## config.mk

```make
export PLATFORM = sky130hd
export DESIGN_NAME = uart_tx
export DESIGN_NICKNAME = d
export VERILOG_FILES = /design/src/rtl/uart_pkg.sv /design/src/rtl/uart_tx_fifo.sv /design/src/rtl/uart_tx.sv
export SDC_FILE = /design/constraint.sdc
export NUM_CORES = 1
export LEC_CHECK = 0
export ABC_CLOCK_PERIOD_IN_PS = 2500
export CAP_MARGIN = 0
export CORE_ASPECT_RATIO = 0.8
export CORE_MARGIN = 5
export CORE_UTILIZATION = 49
export DETAILED_ROUTE_END_ITERATION = 8
export PLACE_DENSITY_LB_ADDON = 0.1
export RECOVER_POWER = 100
export SYNTH_ARGS = -nofsm -noshare
export SYNTH_HDL_FRONTEND = slang
export SYNTH_SLANG_ARGS = --single-unit
```

## constraint.sdc

```tcl
create_clock -name clk -period 2.5 [get_ports clk]
set_input_delay 0.5 -clock clk [delete_from_list [all_inputs] [get_ports clk]]
set_output_delay 0.5 -clock clk [all_outputs]
set_load 0.01 [all_outputs]
```

## src/rtl/uart_pkg.sv

```systemverilog
// Shared UART definitions: transmitter state encoding and the parity rule
// used by both ends of the link.
package uart_pkg;

   typedef enum logic [2:0] {
      S_IDLE,
      S_START_BIT,
      S_DATA_BITS,
      S_PARITY_BIT,
      S_STOP_BIT1,
      S_STOP_BIT2,
      S_BREAK
   } uart_tx_state_t;

   // Narrower frames are zero-extended, which leaves the parity unchanged.
   function automatic logic calc_parity(input logic [7:0] data, input logic parity_type);
      return parity_type ? ~^data : ^data;
   endfunction

endpackage

```

## src/rtl/uart_tx_fifo.sv

```systemverilog
// Synchronous transmit FIFO with extra-MSB pointers; read data is the
// combinational head entry.
module uart_tx_fifo #(
   parameter int WIDTH = 8,
   parameter int DEPTH = 8
) (
   input  logic                       clk,
   input  logic                       rst,
   input  logic                       push,
   input  logic                       pop,
   input  logic [WIDTH-1:0]           din,
   output logic [WIDTH-1:0]           dout,
   output logic                       full,
   output logic                       empty,
   output logic [$clog2(DEPTH):0]     level
);

   localparam int AW = $clog2(DEPTH);
   localparam logic [AW:0] PTR_ONE = 1;

   logic [AW:0]      wr_ptr, rd_ptr;
   logic [WIDTH-1:0] mem [DEPTH];
   logic             push_ok, pop_ok;

   // A push into a full FIFO is only taken when the head leaves in the same cycle.
   assign push_ok = push && (!full || pop);
   assign pop_ok  = pop && !empty;

   always_ff @(posedge clk) begin
      if (rst) begin
         wr_ptr <= '0;
         rd_ptr <= '0;
      end else begin
         if (push_ok) wr_ptr <= wr_ptr + PTR_ONE;
         if (pop_ok)  rd_ptr <= rd_ptr + PTR_ONE;
      end
   end

   always_ff @(posedge clk) begin
      if (push_ok) mem[wr_ptr[AW-1:0]] <= din;
   end

   assign dout  = mem[rd_ptr[AW-1:0]];
   assign empty = (wr_ptr == rd_ptr);
   assign full  = (wr_ptr[AW] != rd_ptr[AW]) && (wr_ptr[AW-1:0] == rd_ptr[AW-1:0]);
   assign level = wr_ptr - rd_ptr;

endmodule

```

## src/rtl/uart_tx.sv

```systemverilog
// UART transmitter: FIFO-fed serialiser on the shared 16x tick, with parity,
// one or two stop bits, CTS gating at frame start and break generation.
module uart_tx
   import uart_pkg::*;
#(
   parameter int       DATA_BITS   = 8,
   parameter logic     PARITY_EN   = 1'b1,
   parameter logic     PARITY_TYPE = 1'b0,
   parameter int       STOP_BITS   = 1,
   parameter int       FIFO_DEPTH  = 8
) (
   input  logic                          clk,
   input  logic                          rst,
   input  logic                          tick_16x,
   input  logic [DATA_BITS-1:0]          tx_data,
   input  logic                          write_data,
   input  logic                          cts,
   input  logic                          send_break,
   input  logic                          clear_error,
   output logic                          tx_out,
   output logic                          tx_busy,
   output logic                          tx_done,
   output logic                          tx_fifo_full,
   output logic                          tx_fifo_empty,
   output logic [$clog2(FIFO_DEPTH):0]   tx_fifo_level,
   output logic                          overflow_error
);

   localparam logic [2:0] LAST_BIT = 3'(DATA_BITS - 1);

   uart_tx_state_t       state, state_next;
   logic [3:0]           sample_cnt, cnt_next;
   logic [2:0]           bit_cnt, bit_next;
   logic [DATA_BITS-1:0] shift_reg, shift_next;
   logic                 parity_bit, par_next;
   logic                 recovery, rec_next;
   logic                 done_next, line_next;
   logic                 pop, load, frame_end, can_start;
   logic [DATA_BITS-1:0] fifo_dout;

   // write_data is an unconditional push: there is no ready, a push into a
   // full FIFO is dropped and flagged through overflow_error.
   uart_tx_fifo #(.WIDTH(DATA_BITS), .DEPTH(FIFO_DEPTH)) u_fifo (
      .clk   (clk),
      .rst   (rst),
      .push  (write_data),
      .pop   (pop),
      .din   (tx_data),
      .dout  (fifo_dout),
      .full  (tx_fifo_full),
      .empty (tx_fifo_empty),
      .level (tx_fifo_level)
   );

   assign can_start = !tx_fifo_empty && cts && !send_break;

   always_ff @(posedge clk) begin
      if (rst) begin
         state          <= S_IDLE;
         sample_cnt     <= '0;
         bit_cnt        <= '0;
         shift_reg      <= '0;
         parity_bit     <= 1'b0;
         recovery       <= 1'b0;
         tx_out         <= 1'b1;
         tx_done        <= 1'b0;
         overflow_error <= 1'b0;
      end else begin
         state      <= state_next;
         sample_cnt <= cnt_next;
         bit_cnt    <= bit_next;
         shift_reg  <= shift_next;
         parity_bit <= par_next;
         recovery   <= rec_next;
         tx_out     <= line_next;
         tx_done    <= done_next;
         if (write_data && tx_fifo_full && !pop) overflow_error <= 1'b1;
         else if (clear_error)                   overflow_error <= 1'b0;
      end
   end

   always_comb begin
      state_next = state;
      cnt_next   = sample_cnt;
      bit_next   = bit_cnt;
      shift_next = shift_reg;
      par_next   = parity_bit;
      rec_next   = recovery;
      done_next  = 1'b0;
      pop        = 1'b0;
      load       = 1'b0;
      frame_end  = 1'b0;
      line_next  = 1'b1;
      if (tick_16x) begin
         case (state)
            S_IDLE: begin
               cnt_next = '0;
               if (send_break) state_next = S_BREAK;
               else            load       = can_start;
            end
            S_BREAK: begin
               if (!send_break) begin
                  state_next = S_STOP_BIT1;
                  rec_next   = 1'b1;
                  cnt_next   = '0;
               end
            end
            default: begin
               if (sample_cnt == 4'd15) begin
                  cnt_next = '0;
                  case (state)
                     S_START_BIT: begin
                        state_next = S_DATA_BITS;
                        bit_next   = '0;
                     end
                     S_DATA_BITS: begin
                        if (bit_cnt == LAST_BIT) begin
                           state_next = PARITY_EN ? S_PARITY_BIT : S_STOP_BIT1;
                        end else begin
                           bit_next   = bit_cnt + 3'd1;
                           shift_next = shift_reg >> 1;
                        end
                     end
                     S_PARITY_BIT: state_next = S_STOP_BIT1;
                     S_STOP_BIT1: begin
                        if (STOP_BITS == 2) state_next = S_STOP_BIT2;
                        else                frame_end  = 1'b1;
                     end
                     default: frame_end = 1'b1;
                  endcase
               end else begin
                  cnt_next = sample_cnt + 4'd1;
               end
            end
         endcase
         // The last stop tick may launch the next start bit directly so that
         // queued frames leave with no idle gap.
         if (frame_end) begin
            done_next  = !recovery;
            rec_next   = 1'b0;
            state_next = S_IDLE;
            load       = can_start;
         end
         if (load) begin
            pop        = 1'b1;
            shift_next = fifo_dout;
            par_next   = calc_parity(8'(fifo_dout), PARITY_TYPE);
            bit_next   = '0;
            cnt_next   = '0;
            state_next = S_START_BIT;
         end
      end
      case (state_next)
         S_START_BIT:  line_next = 1'b0;
         S_DATA_BITS:  line_next = shift_next[0];
         S_PARITY_BIT: line_next = par_next;
         S_BREAK:      line_next = 1'b0;
         default:      line_next = 1'b1;
      endcase
   end

   assign tx_busy = (state != S_IDLE);

endmodule

```

After elaboration in Yosys (flattened, before gate mapping)
Memory sizes are Yosys's and may differ from the RTL's. A register that Yosys moved wholly into a read port is not among the register bits.
Cells that the tools add are included.
{"block": "word_totals", "word_cells": 113, "output_inout_bits": 10, "ram_bits": 64, "in_bits": 15, "memories": 1, "register_bits": 31}
{"memory": "u_fifo.mem", "depth": 8, "width": 8, "read_ports": 1, "rd_ports_with_merged_regs": 1, "write_ports": 1, "line_no": "uart_tx_fifo.sv:22", "text": "logic [WIDTH-1:0] mem [DEPTH];"}
{"block": "op_classes", "add_sub_neg": 5, "n_bitwise": 2, "n_mux": 46, "n_reduce_logical": 29, "eq_ne": 18}
{"cell": "2-to-1 mux 8 bit", "count": 5}
{"cell": "2-to-1 mux 3 bit", "count": 13}
{"cell": "2-to-1 mux 1 bit", "count": 20}
{"cell": "adder 4 x 1 -> 4 bit, second input constant", "count": 3}
{"cell": "equality test 3 x 2 -> 1 bit, second input constant", "count": 4}
{"cell": "2-to-1 mux 4 bit", "count": 3}
{"cell": "one-hot mux 3 bit (2 select lines)", "count": 2}
{"cell": "AND reduction 5 bit", "count": 2}
{"cell": "equality test 3 bit, second input constant", "count": 3}
{"cell": "one-hot mux 3 bit (3 select lines)", "count": 1}
{"cell": "one-hot mux 4 bit (2 select lines)", "count": 1}
{"cell": "nonzero test 2 bit", "count": 4}
{"cell": "parity 8 bit", "count": 1}
{"cell": "logical AND 1 bit", "count": 7}
{"cell": "equality test 3 x 1 -> 1 bit, second input constant", "count": 2}
{"cell": "!= test 2 x 1 -> 1 bit, second input constant", "count": 3}
{"cell": "!= test 3 bit, second input constant", "count": 2}
{"cell": "nonzero test 3 bit", "count": 2}
{"cell": "OR reduction 3 bit", "count": 2}
{"cell": "logical NOT 1 bit", "count": 5}
{"cell": "equality test 4 bit", "count": 1}
{"cell": "equality test 4 bit, second input constant", "count": 1}
{"cell": "OR reduction 2 bit", "count": 2}
{"cell": "subtractor 4 bit", "count": 1}
{"cell": "other kinds (9)", "count": 10}

Logic depth before layout (Yosys ltp)
{"block": "logic_depth", "ltp_word": 14, "ltp_mapped": 11, "ltp_nobuf": 10}

Modules after synthesis
A second synthesis with hierarchy kept.
{"block": "unflattened", "cells_unflattened": 327, "hier_area_um2": 4451.8}
{"module": "uart_tx_fifo", "instances": 1, "cells_per_inst": 166, "area_per_inst_um2": 3101.7, "seq_area_each_um2": 2142.1}
{"module": "uart_tx", "instances": 1, "cells_per_inst": 161, "area_per_inst_um2": 1350.0, "seq_area_each_um2": 460.4}

Worst setup path before layout
OpenSTA, ideal clock, no wires.
{"block": "synth_timing", "path_type": "flip-flop to flip-flop", "start": "register sample_cnt[0]", "end": "memory u_fifo.mem[1][0] (enable)", "stages_incl_launch_ff": 8, "n_path_buf": 0, "slack_ns": -0.019, "t_required_ns": 2.117, "period_less_slack_ns": 2.519, "setup_time_ns": 0.383, "arrival_time_ns": 2.136, "path_cell_list": "dfxtp_1 -> ha_1 -> nand3_1 -> mux2i_1 -> nand4_1 -> a21boi_2 -> nand2_1 -> nor3_1"}
{"block": "synth_via", "elab_chain_cells": 12}
{"element": "start: declaration", "line_no": "uart_tx.sv:32", "text": "logic [3:0] sample_cnt, cnt_next;"}
{"element": "start signal: assignment", "line_no": "uart_tx.sv:70", "text": "sample_cnt <= cnt_next;"}
{"element": "equality test 4 bit", "line_no": "uart_tx.sv:109", "text": "if (sample_cnt == 4'd15) begin"}
{"element": "2-to-1 mux 1 bit", "line_no": "uart_tx.sv:109"}
{"element": "2-to-1 mux 1 bit", "line_no": "uart_tx.sv:95", "text": "case (state)"}
{"element": "2-to-1 mux 1 bit", "line_no": "uart_tx.sv:94", "text": "if (tick_16x) begin"}
{"element": "2-to-1 mux 1 bit", "line_no": "uart_tx.sv:138", "text": "if (frame_end) begin"}
{"element": "2-to-1 mux 1 bit", "line_no": "uart_tx.sv:94"}
{"element": "2-to-1 mux 1 bit", "line_no": "uart_tx.sv:144", "text": "if (load) begin"}
{"element": "2-to-1 mux 1 bit", "line_no": "uart_tx.sv:94"}
{"element": "logical OR 1 bit", "line_no": "uart_tx_fifo.sv:26", "text": "assign push_ok = push && (!full || pop);"}
{"element": "logical AND 1 bit", "line_no": "uart_tx_fifo.sv:26"}
{"element": "2-to-1 mux 1 bit", "line_no": "uart_tx_fifo.sv:40", "text": "if (push_ok) mem[wr_ptr[AW-1:0]] <= din;"}
{"element": "2-to-1 mux 1 bit (implied by the code)", "line_no": "uart_tx_fifo.sv:40"}
{"element": "end: declaration", "line_no": "uart_tx_fifo.sv:22"}
Every way passes these cells. The select of a mux whose other input is x is not followed.

Final worst setup path
{"block": "layout_timing", "start": "register u_fifo.wr_ptr[0]", "end": "output port tx_fifo_level[2]"}
{"block": "layout_via", "elab_chain_cells": 1}
{"element": "start: declaration", "line_no": "uart_tx_fifo.sv:21", "text": "logic [AW:0] wr_ptr, rd_ptr;"}
{"element": "start signal: assignment", "line_no": "uart_tx_fifo.sv:34", "text": "if (push_ok) wr_ptr <= wr_ptr + PTR_ONE;"}
{"element": "subtractor 4 bit", "line_no": "uart_tx_fifo.sv:46", "text": "assign level = wr_ptr - rd_ptr;"}
{"element": "end: declaration", "line_no": "uart_tx.sv:25", "text": "output logic [$clog2(FIFO_DEPTH):0] tx_fifo_level,"}
Every way passes these cells.

==> impl_metrics.json <==
{
  "final_util": 0.590,
  "avgViaCountPerCell": 5.41,
  "skew_ns": 0.0132,
  "run_status": "complete, no violations",
  "maxSlewHeadroom": 0.599,
  "antenna_found_initial": 0,
  "io_pins": 25,
  "peakVddDrop_v": 0.000317,
  "synth_common_cells": "64 x edfxtp_1, 34 x dfxtp_1, 31 x nor2_1",
  "drt-pass1-iter-count": 4,
  "nets": 421,
  "wl_per_cell_um": 17.7,
  "vias": 2781,
  "grt_max_degree": 21,
  "crit_path_top_delay_cell": "fa_1",
  "cts_root_buf": "clkbuf_8",
  "drt_iter0_drc": 175,
  "antenna-diode-count": 0,
  "n_fill_cell": 729,
  "synth_cells": 345,
  "synth_area_per_cell_um2": 12.4,
  "port_buffers": 24,
  "dr_wl_met3_um": 652,
  "synth_seq_cells": 98,
  "cts_sinks": 98,
  "synthArstFlopShare": 0,
  "die_y_um": 93.5,
  "yosys.area.top_type": "edfxtp_1",
  "netlist_top_cells_area": "edfxtp_1 45%, dfxtp_1 16%, mux2i_1 4.5%, mux4_2 3.2%, nor2_1 2.7%",
  "die_x_um": 114,
  "crit_family": "adder cells",
  "clk_latency_ns": 0.37,
  "synth.most_common_cell": "edfxtp_1",
  "path_buf_inv": 2,
  "met1_length_um": 4640,
  "clk_pin_slew_worst_paths_ns": 0.10,
  "grt_pass1_vias": 2664,
  "fin_crit_sh": 0.961,
  "highest_layer": "met4",
  "place_congestion": 0.817,
  "wl_um": 9080,
  "fmaxAchievable_mhz": 416,
  "netlist_area_um2": 4270,
  "worstPathRequired_ns": 2.00,
  "crit_fanout": 4,
  "ant_nets": 0,
  "largest_reg_flops": 64,
  "cts_hold_buf": 0,
  "maxSlewViolCount": 0,
  "synth_edf_count": 64,
  "fin_crit_ns": 2.40,
  "fp-row-count": 30,
  "coreArea_um2": 8480,
  "worstSetupStartpointType": "flip-flop",
  "setup_viol": 0,
  "hold_viol": 0,
  "cp-end-kind": "output port",
  "drive_gt1_frac": 0.147,
  "yosysTopAreaCellShare": 0.450,
  "dp_hpwl_um": 6560,
  "p_total_mw": 3.13,
  "cts_tree": "yes",
  "powerDensity_nw_per_um2": 626,
  "die-area_um2": 10700,
  "maxCapViolations": 0,
  "synthFlopType": "edfxtp_1",
  "grt-ovfl-total": 0,
  "ys_types": 48,
  "wl_met2_um": 3710,
  "tightest_slew_ns": 0.600,
  "grt_pass1_wl_um": 14400,
  "critPathKind": "flip-flop to output port",
  "synth_fp_nets": 369,
  "initial_utilization": 0.503,
  "cts_inserted_buffers": 9,
  "rsz0062_at_grt": "no",
  "crit_chain": "inv_1 > ha_1 > fa_1 > xnor2_1 > dlygate4sd2_1",
  "drc": 0,
  "track_usage": 0.182,
  "critPathMaxStageDelay_ns": 0.44,
  "syn_to_final_growth_pct": 17.2,
  "yosysSeqAreaShare": 0.610,
  "ys_warn_count": 0,
  "htree_levels": 3,
  "clk_path_buf_depth": 2,
  "leakage_nw": 1.74,
  "worstPathArrival_ns": 1.90,
  "hold_path_class": "flip-flop to flip-flop"
}
## worst paths after layout
check                                      start          endpoint  slack, ns  cells past startpoint
worst max-delay path            u_fifo.wr_ptr[0]  tx_fifo_level[2]        0.1                      5
worst max register to register         flip-flop            tx_out       0.16                      8
worst min-delay path                    recovery           tx_done       0.45                      1
worst min register to register          recovery           tx_done       0.45                      1
## cells in the final DEF, fill, tap and decap left out, drive strengths merged, types with 8 or more instances in the layout
master | netlist | routed
clkbuf | 7 | 18
mux4 | 8 | 8
xnor2 | 12 | 12
edfxtp | 64 | 64
dfxtp | 34 | 34
nor2 | 31 | 31
mux2i | 19 | 19
o21ai | 20 | 20
or3 | 8 | 8
dlygate4sd3 | 0 | 14
a21oi | 25 | 25
buf | 7 | 22
o22ai | 8 | 8
ha | 8 | 8
nor2b | 8 | 8
inv | 17 | 21
nand2 | 22 | 22
## power breakdown
part | switching [mW] | internal (mW)
combinational | 0.182 | 0.153
clock | 0.614 | 0.401
sequential | 0.0205 | 1.76
## per-stage QoR
| step | cells | hold WS (ns) | TNS [ns] | area (µm²) | worst slack, ns |
|---|---|---|---|---|---|
| after CTS | 514 | 0.454 | 0 | 5020 | 0.0137 |
| after global placement | 497 | 0.427 | -0.890 | 4810 | -0.0321 |
| after floorplan | 345 | 0.407 | 0 | 4280 | 0.133 |
| after detailed placement | 497 | 0.429 | -1.97 | 4810 | -0.0628 |
| final | 514 | 0.452 | 0 | 5000 | 0.0987 |
| after global routing | 514 | 0.498 | 0 | 5000 | 0.00669 |
## routing by layer
| layer | up-vias | track usage |
|---|---|---|
| met5 | - | 0 |
| met1 | 1300 | 0.286 |
| li1 | 1378 | - |
| met3 | 6 | 0.0563 |
| met2 | 97 | 0.241 |
| met4 | 0 | 0.0465 |
## cell families after synthesis
logic type | Yosys count | share of synthesized area
mux | 27 | 0.0885
xor+xnor | 14 | 0.0287
flops | 98 | 0.610
buf+inv | 32 | 0.0364
compound gates | 71 | 0.102
simple gates | 94 | 0.106
fa+ha+maj | 9 | 0.0281
## worst register-to-register path, cell delays in order, from the launching register on
cell and delay, ns:
dfxtp_1 0.37, buf_12 0.18, mux4_1 0.57, a21oi_1 0.28
xnor2_1 0.13, xnor2_1 0.20, xnor2_1 0.16, o21ai_2 0.07
a311o_1 0.27
## final cells by class
cell class                      instances  area, µm²  share of cell area
Clock buffer                            9        124              0.0248
Clock inverter                          7       81.3              0.0163
Inverter                               18       67.6              0.0135
Multi-Input combinational cell        215       1520               0.305
Sequential cell                        98       2610               0.521
Tap cell                              112        140              0.0280
Timing Repair Buffer                   55        457              0.0913
## timing repair
action | CTS | global route
setup buffers | 1 | 0
setup endpoints to repair | 5 | 3
gates cloned | 0 | 0
pin swaps | 1 | 0
gates resized for setup | 5 | 3
No activity file was read; power rests on OpenSTA's default activity.
